===== src/rtl/route_dispatch_pkg.sv =====
// route_dispatch_pkg: shared item/direction widths, direction codes and direction validity check
package route_dispatch_pkg;
  localparam int SIZE = 8;
  localparam int BITS_DIR = 3;
  localparam int NPORTS = 5;
  localparam logic [BITS_DIR-1:0] DIR_N = 3'd0;
  localparam logic [BITS_DIR-1:0] DIR_S = 3'd1;
  localparam logic [BITS_DIR-1:0] DIR_E = 3'd2;
  localparam logic [BITS_DIR-1:0] DIR_W = 3'd3;
  localparam logic [BITS_DIR-1:0] DIR_L = 3'd4;
  function automatic logic dir_ok(input logic [BITS_DIR-1:0] d);
    return d <= DIR_L;
  endfunction
endpackage


===== src/rtl/route_dispatch_if.sv =====
// route_dispatch_if: fifo, routing-table and per-port tx handshake bundle of the dispatch stage
interface route_dispatch_if;
  import route_dispatch_pkg::*;
  logic fifo_empty;
  logic [SIZE-1:0] fifo_data_out;
  logic fifo_read;
  logic [SIZE-1:0] table_addr;
  logic [BITS_DIR-1:0] table_data;
  logic [NPORTS-1:0] fifo_pop_req;
  logic [NPORTS-1:0] fifo_pop_ack;
  logic [NPORTS*SIZE-1:0] fifo_pop_data;
  logic route_err;
  modport master (
    output fifo_empty, fifo_data_out, table_data, fifo_pop_ack,
    input fifo_read, table_addr, fifo_pop_req, fifo_pop_data, route_err
  );
  modport slave (
    input fifo_empty, fifo_data_out, table_data, fifo_pop_ack,
    output fifo_read, table_addr, fifo_pop_req, fifo_pop_data, route_err
  );
endinterface


===== src/rtl/route_dispatch_port_counter.sv =====
// route_dispatch_port_counter: CNT_W-bit wrapping delivery counter with enable
module route_dispatch_port_counter #(
  parameter int CNT_W = 16
) (
  input  logic clk,
  input  logic reset,
  input  logic en,
  output logic [CNT_W-1:0] count
);
  // count one delivery per enabled cycle, wrapping naturally
  always_ff @(posedge clk or posedge reset)
    if (reset) count <= '0;
    else if (en) count <= count + 1'b1;
endmodule


===== src/rtl/route_dispatch.sv =====
// route_dispatch: pops one fifo item, resolves its direction, delivers it over 4-phase req/ack; DISPATCH_STATS_EN adds per-port counters
module route_dispatch
  import route_dispatch_pkg::*;
#(
  parameter int id = -1,
  parameter int CNT_W = 16
) (
  input  logic clk,
  input  logic reset,
  route_dispatch_if.slave bus
`ifdef DISPATCH_STATS_EN
  , output logic [NPORTS*CNT_W-1:0] port_count
`endif
);
  localparam int DW = NPORTS * SIZE;
  typedef enum logic [1:0] {IDLE, LOOKUP, REQ, RTZ} state_t;
  state_t state;
  logic [SIZE-1:0] item;
  logic [BITS_DIR-1:0] dir;
  // id and CNT_W are identification/configuration only; referenced so every build elaborates them
  if (id < -1 && CNT_W < 1) begin : g_cfg
  end
  // pop only from a non-empty fifo while idle; suppressed during reset so all outputs read 0
  assign bus.fifo_read = !reset && state == IDLE && !bus.fifo_empty;
  // dispatch sequencer: IDLE pop -> LOOKUP steer/drop -> REQ until ack -> RTZ until ack release
  always_ff @(posedge clk or posedge reset)
    if (reset) begin
      state <= IDLE;
      item <= '0;
      dir <= '0;
      bus.table_addr <= '0;
      bus.fifo_pop_req <= '0;
      bus.fifo_pop_data <= '0;
      bus.route_err <= 1'b0;
    end else begin
      bus.route_err <= 1'b0;
      case (state)
        IDLE: if (!bus.fifo_empty) begin
          item <= bus.fifo_data_out;
          bus.table_addr <= bus.fifo_data_out;
          state <= LOOKUP;
        end
        LOOKUP: begin
          dir <= bus.table_data;
          if (dir_ok(bus.table_data)) begin
            bus.fifo_pop_req <= NPORTS'(1) << bus.table_data;
            bus.fifo_pop_data <= DW'(item) << (SIZE * bus.table_data);
            state <= REQ;
          end else begin
            bus.route_err <= 1'b1;
            state <= IDLE;
          end
        end
        REQ: if (bus.fifo_pop_ack[dir]) begin
          bus.fifo_pop_req <= '0;
          state <= RTZ;
        end
        RTZ: if (!bus.fifo_pop_ack[dir]) begin
          bus.fifo_pop_data <= '0;
          state <= IDLE;
        end
        default: state <= IDLE;
      endcase
    end
`ifdef DISPATCH_STATS_EN
  logic [NPORTS-1:0] done;
  assign done = (state == REQ && bus.fifo_pop_ack[dir]) ? bus.fifo_pop_req : '0;
  for (genvar i = 0; i < NPORTS; i++) begin : g_cnt
    route_dispatch_port_counter #(.CNT_W(CNT_W)) u_cnt (
      .clk(clk),
      .reset(reset),
      .en(done[i]),
      .count(port_count[i*CNT_W +: CNT_W])
    );
  end
`endif
endmodule


===== src/flat_wrapper.sv =====
// flat-port wrapper written by rule: the top's interface ports become plain ports
module route_dispatch_flat import route_dispatch_pkg::*;
#(
  parameter int id = -1,
  parameter int CNT_W = 16
)
  (clk, reset, bus_fifo_empty, bus_fifo_data_out, bus_table_data, bus_fifo_pop_ack, bus_fifo_read, bus_table_addr, bus_fifo_pop_req, bus_fifo_pop_data, bus_route_err);
  route_dispatch_if bus_i ();
  input  logic clk;
  input  logic reset;
  input wire logic [$bits(bus_i.fifo_empty)-1:0] bus_fifo_empty;
  input wire logic [$bits(bus_i.fifo_data_out)-1:0] bus_fifo_data_out;
  input wire logic [$bits(bus_i.table_data)-1:0] bus_table_data;
  input wire logic [$bits(bus_i.fifo_pop_ack)-1:0] bus_fifo_pop_ack;
  output wire logic [$bits(bus_i.fifo_read)-1:0] bus_fifo_read;
  output wire logic [$bits(bus_i.table_addr)-1:0] bus_table_addr;
  output wire logic [$bits(bus_i.fifo_pop_req)-1:0] bus_fifo_pop_req;
  output wire logic [$bits(bus_i.fifo_pop_data)-1:0] bus_fifo_pop_data;
  output wire logic [$bits(bus_i.route_err)-1:0] bus_route_err;
  assign bus_i.fifo_empty = bus_fifo_empty;
  assign bus_i.fifo_data_out = bus_fifo_data_out;
  assign bus_i.table_data = bus_table_data;
  assign bus_i.fifo_pop_ack = bus_fifo_pop_ack;
  assign bus_fifo_read = bus_i.fifo_read;
  assign bus_table_addr = bus_i.table_addr;
  assign bus_fifo_pop_req = bus_i.fifo_pop_req;
  assign bus_fifo_pop_data = bus_i.fifo_pop_data;
  assign bus_route_err = bus_i.route_err;
  route_dispatch #(.id(id), .CNT_W(CNT_W)) u_core (.clk(clk), .reset(reset), .bus(bus_i));
endmodule

===== config.mk =====
export PLATFORM = sky130hd
export DESIGN_NAME = route_dispatch_flat
export DESIGN_NICKNAME = d
export VERILOG_FILES = /design/src/rtl/route_dispatch_pkg.sv /design/src/rtl/route_dispatch_if.sv /design/src/rtl/route_dispatch_port_counter.sv /design/src/rtl/route_dispatch.sv /design/src/flat_wrapper.sv
export SDC_FILE = /design/constraint.sdc
export NUM_CORES = 1
export LEC_CHECK = 0
export CORE_MARGIN = 5
export CORE_UTILIZATION = 42
export DETAILED_ROUTE_END_ITERATION = 8
export HOLD_SLACK_MARGIN = 0.05
export PLACE_DENSITY = 0.76
export SKIP_LAST_GASP = 1
export SLEW_MARGIN = 20
export SYNTH_ARGS = -nofsm -noshare
export SYNTH_HDL_FRONTEND = slang
export SYNTH_SLANG_ARGS = --single-unit

===== constraint.sdc =====
create_clock -name clk -period 1.5 [get_ports clk]
set_input_delay 0.15 -clock clk [delete_from_list [all_inputs] [get_ports clk]]
set_output_delay 0.15 -clock clk [all_outputs]
set_load 0.1 [all_outputs]

==> reports/metrics.yaml <==
setup_ws_ns: -0.142
fill_cells: 356
fp.coreArea_sq_um: 5570
path_delay_family: "compound AO/OA/AOI/OAI gates"
firstDrtPassIters: 4
grt_pass1_wl_um: 11300
nets: 302
worstSetupEndpoint: "u_core.bus.fifo_pop_data[3]"
finClkSkew_ns: 0.00647
violations: "negative setup slack"
syn_inst: 183
critPathBufInv: 1
cp.depth: 5
post-route-period-util_pct: 109
drv_slew: 0
post_synth_num_cell_types: 36
cp.required_ns: 1.71
rows: 27
htreeDepth: 3
path_class: "flip-flop to flip-flop"
finalSetupViolations: 48
yosysSeqAreaShare_pct: 60.8
finalHoldViolCount: 0
dp_hpwl_um: 4730
ant_nets: 0
critPathLaunch: "u_core.dir[1]"
rsz0062_at_grt: "true"
cts_buffer_depth: 2
yosys.area.top_type: "dfrtp_1"
synthArstFlopShare_pct: 100
overflow: 0
yosysWarnings: 0
synth_edf_count: 0
layout_min_cycle_time_ns: 1.64
netlist_top_cells_area: "dfrtp_1 61%, a22o_1 14%, mux2_2 4.2%, nor2b_1 2.6%, buf_6 2.3%"
cts.sinks: 59
reg2reg_slack_ns: -0.14
n_antenna_cell: 0
crit_path_top_delay_cell: "dfrtp_1"
fin_area_sq_um: 4240
vias_per_cell: 5.47
antenna_found_initial: 0
yosys.area.top_type_share_pct: 60.8
rr_worst_depth: 5
cp_cell_sequence: "mux2_2 -> a22oi_4 -> a41oi_4 -> buf_12 -> a22o_1"
worst_setup_path_end_kind: "flip-flop"
dieArea_sq_um: 7400
timing.hold.worst.class: "primary input to async pin"
io_buffers: 73
grt_max_degree: 60
slew_headroom_pct: 73.2
first_iter_violations: 127
yosys.cell_count.top_type: "dfrtp_1"
wire_per_inst_um: 18.7
grt_pass1_vias: 2150
timing.fmax_ghz: 0.609
worstMarginPinSlew_ns: 0.398
start_util_pct: 43.5
cp-start-kind: "flip-flop"
setup_tns_ns: -5.82
area_growth_pct: 74.6
cp.arrival_ns: 1.85
cts_made_buffers: 9
mappedNetlistNets: 202
r2r-end: "u_core.bus.fifo_pop_data[3]"
cap_violations: 0
timing.rr.start: "u_core.dir[1]"
drt_wl_total_um: 6720
ios: 74
vias: 1969
status: "finished, violations left"
synth.ff_latch_count: 59
place.gp.congestion: 0.866
drive_gt1_share_pct: 41.7
synth.cell_area_sq_um: 2430
die_x_um: 86.0
ys.flop_type: "dfrtp_1"
drc: 0
grt.total_usage_pct: 19.9
slowest_delay_ns: 0.39
clk_pin_slew_ns: 0.06
clk_latency_ns: 0.33
place_area_sq_um: 3940
postSynthAreaPerCell_sq_um: 13.3
worstPathMaxFanout: 40
cts_tree: "built"
fp.dieH_um: 86.0
synthTopCellsByCount: "59 x dfrtp_1, 40 x a22o_1, 12 x nand2_1"
cts_root_buf: "clkbuf_8"
## worst min-delay path by stage
stage | to | slack (ns)
after floorplan | async pin | 0.25
after global placement | u_core.bus.fifo_pop_data[31] | 0.55
after CTS | u_core.item[6] | 0.35
after detailed placement | u_core.bus.fifo_pop_data[38] | 0.56
after global routing | u_core.state[0] | 0.38
final | u_core.bus.fifo_pop_req[0] | 0.34
## cell usage in the layout (no fill, tap or decap), types with 2 or more instances in the layout
| cell type | n |
|---|---|
| a31oi_1 | 2 |
| clkdlybuf4s50_1 | 18 |
| a21oi_1 | 2 |
| a22o_1 | 40 |
| nor2_1 | 7 |
| nor2b_1 | 10 |
| buf_6 | 5 |
| inv_1 | 4 |
| buf_4 | 19 |
| nand2_1 | 11 |
| mux2_2 | 9 |
| clkinv_2 | 4 |
| o21ai_0 | 2 |
| clkbuf_8 | 9 |
| o21ai_1 | 2 |
| bufinv_16 | 2 |
| and3_1 | 2 |
| buf_12 | 58 |
| dfrtp_1 | 58 |
## kinds of logic (layout without fill, tap and decap cells)
| group | after synthesis | in the layout | synth area share [%] |
|---|---|---|---|
| simple gates | 40 | 40 | 9.23 |
| compound gates | 58 | 58 | 20.9 |
| flops | 59 | 59 | 60.8 |
| buf+inv | 16 | 121 | 4.28 |
| mux | 10 | 10 | 4.79 |
## tightest hold or removal path: stages
cell and delay, ns:
clkdlybuf4s50_1 0.50, clkinvlp_4 0.13, buf_12 0.28
## layer usage
layer  vias up  GRT usage, %  wire length, um
li1        888             -                -
met1       990          24.4             2760
met2        75          31.6             3370
met3        16          4.90              386
met4         0          11.7              201
met5         -             0                0
## cell type report
class / count / area [sq um] / area share, %
well taps: 72 / 90.1 / 2.13
flip-flops and latches: 59 / 1480 / 34.9
repair buffers: 100 / 1540 / 36.3
multi-input cells: 108 / 900 / 21.2
clock buffers: 10 / 128 / 3.01
clock inverters: 6 / 80.1 / 1.89
inverters: 5 / 22.5 / 0.531
## through the flow
stage	hold WS, ns	setup slack (ns)	util [%]	instances
2_1_floorplan	0.250	-0.244	-	183
3_3_place_gp	0.554	-0.215	70.6	339
3_5_place_dp	0.561	-0.276	70.6	339
4_1_cts	0.351	-0.135	75.4	359
5_1_grt	0.380	-0.188	76.0	360
6_report	0.341	-0.142	76.0	360
## state kept, by name, summed over array words and instances (netlist names), named ones only
name and cells:
u_core.bus.route_err 1, u_core.item 8, u_core.state 1, u_core.dir 3
u_core.bus.fifo_pop_req 5, u_core.bus.fifo_pop_data 40
## timing repair
action                     CTS  global route
gates resized for setup      8             6
hold buffers                 0             0
pin swaps                    2             1
setup buffers                4             0
setup endpoints to repair   44            54
cloned                       0             1
Power is not shown: default switching activity piles up to over one toggle a cycle in this logic, so the estimate is an artifact.
==> variant: new RTL, same flow settings <==
`NPORTS`: 5 -> 6.
--- a/src/rtl/route_dispatch_pkg.sv
+++ b/src/rtl/route_dispatch_pkg.sv
@@ -3,5 +3,5 @@
   localparam int SIZE = 8;
   localparam int BITS_DIR = 3;
-  localparam int NPORTS = 5;
+  localparam int NPORTS = 6;
   localparam logic [BITS_DIR-1:0] DIR_N = 3'd0;
   localparam logic [BITS_DIR-1:0] DIR_S = 3'd1;
Interface: changed (resized bus_fifo_pop_ack, bus_fifo_pop_data and bus_fifo_pop_req); port bits go from 74 to 84. No check against the original RTL was run, so the function may have changed too.
==> variant against the original RTL <==
The flow still finishes with violations (setup timing); design area increased by 7.2%; setup slack worse by 340 ps; critical path type unchanged; area after synthesis rose by 8.1%; routed wire length rose by 7.7%; cell count grew 7.5%; sequential cell count up 9.
==> variant: results (changes against the original RTL) <==
In the post-synthesis netlist, the biggest area contributors are dfrtp_1, a32o_1, nand2_1. The flow ran to the end, but the final reports show violations. The clock network area share is 3.72% (-1.2 points). The logs give 25 (-31%) for the count of different cell masters after synthesis and 0.00432 mm2 (+9.7%) for the standard cell area after detailed placement.

For the total number of nets in the final design, the log shows 328 (+8.6%). For the number of multi-input combinational cells, the log shows 121 (+12%). The commonest cells after synthesis are dfrtp_1, nand2_1, a32o_1. The share of post-route cells with drive strength above 1 works out to 36.2% (-5.4 points). The standard-cell row count came out at 28 (+3.7%). The largest registers in the layout are u_core.bus.fifo_pop_data: 48 flops, u_core.item: 8 flops, u_core.bus.fifo_pop_req: 6 flops. The sum of routed wire segments on met1 came out at 2960 um (+7.1%). The count of buffers inserted at the top-level ports is 83 (+14%). The register cell area after layout was 0.00170 mm2 (+15%); the pin count of the biggest net entering global routing was 69 (+15%). The global routing usage on met2 is 28.6% (-3.0 points), and the final routed wire length divided by cell count is 18.7 um (+0.21%). The tools report the total CTS buffers as 9 (unchanged). The multiplexer share of the synthesized area was 2.58% (-2.2 points).

Worst setup slack after layout: -485 ps (-343 ps). The tools report the total number of vias as 2160 (+9.7%). After clock tree synthesis, the clock-pin slew on the worst setup and hold paths is 70 ps.

The synthesized-area fraction occupied by ao, oa, aoi and oai cells was 18.2% (-2.7 points); the largest voltage drop on the vdd net was 1.85 mV. The proportion of final cell area spent on non-clock buffers works out to 37.0% (+0.65 points). The tools report the count of flip-flops and latches as 68 (+15%). The logs give 225 (+11%) for the net count of the mapped netlist and 2200 ps (+350 ps) for the data arrival at the endpoint of the critical path.

The checks that failed: setup timing. Max-cap violation count: 0 (unchanged). The tools report the layout clock buffer count as 13 (+3).

The logs give 7.29 ps (+0.818 ps) for the worst-case clock skew and 11400 um (+1.3%) for the first-pass GRT wire length. The detailed-placement wirelength estimate is 4990 um (+5.5%). The global routing met3 resource utilization came out at 4.33% (-0.57 points). For the area of the multi-input gates, the log shows 886 um2 (-1.5%). The mean post-synth cell area was 12.8 um2 (-3.5%); the count of non-CTS buffers in the layout was 106 (+6.0%). Worst slew slack as a fraction of its limit: 50.6% (-23 points). The post-placement cell count is 368 (+8.6%), and the weighted congestion at the end of routability-driven global placement is 0.767 (-11%). The number of non-clock inverters in the layout was 2 (-3); the number of design-rule violations left by the first detailed-router iteration was 164 (+29%). The layout filler cell count was 341 (-4.2%). The met3 wire length was 626 um (+62%); the final count of negative-setup-slack endpoints was 57 (+19%).

The sequential-to-total area share from yosys stat was 64.9% (+4.0 points). The met2 routed wirelength is 3520 um (+4.5%). The logs give 19.2% (-0.64 points) for the overall global routing resource usage and 27.5% (+3.1 points) for the global-route track usage on met1. The largest stage delay on the critical path came out at 460 ps (+70 ps). The tools report the total routed wirelength as 7240 um (+7.7%).
-- variant: cell count changes after synthesis, moves of 6 or more --
cell / change
nand2_1: +25
nor2b_1: -6
o2bb2ai_1: +8
and2_1: +9
dfrtp_1: +9
a32o_1: +32
a22o_1: -40
clkbuf_1: +7
-- variant: path summary, 6_finish.rpt --
path	start	endpoint	slack, ps	depth (start not counted)
setup / recovery	u_core.dir[0]	u_core.bus.fifo_pop_data[13]	-480	6
hold / removal	reset	u_core.item[5]	330	3
setup reg to reg	u_core.dir[0]	u_core.bus.fifo_pop_data[13]	-480	6
hold reg to reg	u_core.bus.fifo_pop_req[1]	u_core.bus.fifo_pop_req[1]	550	1
max in group asynchronous	reset	u_core.bus.fifo_pop_data[7]	880	3
min in group clk	bus_fifo_data_out[5]	u_core.item[5]	340	3
-- variant: stage by stage --
| step | hold WS [ps] | total power, uW | TNS (ps) | worst slack (ps) |
|---|---|---|---|---|
| after floorplan | 255 | 6750 | -21610 | -507 |
| after CTS | 330 | 10800 | -17340 | -368 |
| after global routing | 349 | 11300 | -29790 | -580 |
| after detailed placement | 538 | 9440 | -22960 | -468 |
| after global placement | 525 | 9340 | -21630 | -427 |
| final | 329 | 10900 | -24010 | -485 |
-- variant: what timing repair did --
action,4_1_cts,5_1_grt
endpoints found under the setup margin,57,57
buffers inserted,2,2
pin swaps,7,4
hold buffers,0,0
hold endpoints to repair,0,0
resized for setup,4,2
-- variant: kinds of logic after synthesis --
logic type	Yosys count
compound gates	52
mux	6
simple gates	63
flops	68
buf+inv	16
-- variant: report_power, final --
| group | switching (uW) | leakage (uW) | internal, uW |
|---|---|---|---|
| clock network | 623 | 0.0000893 | 677 |
| registers | 727 | 0.000919 | 2300 |
| logic | 4130 | 0.00106 | 2410 |
| total | 5480 | 0.00207 | 5390 |
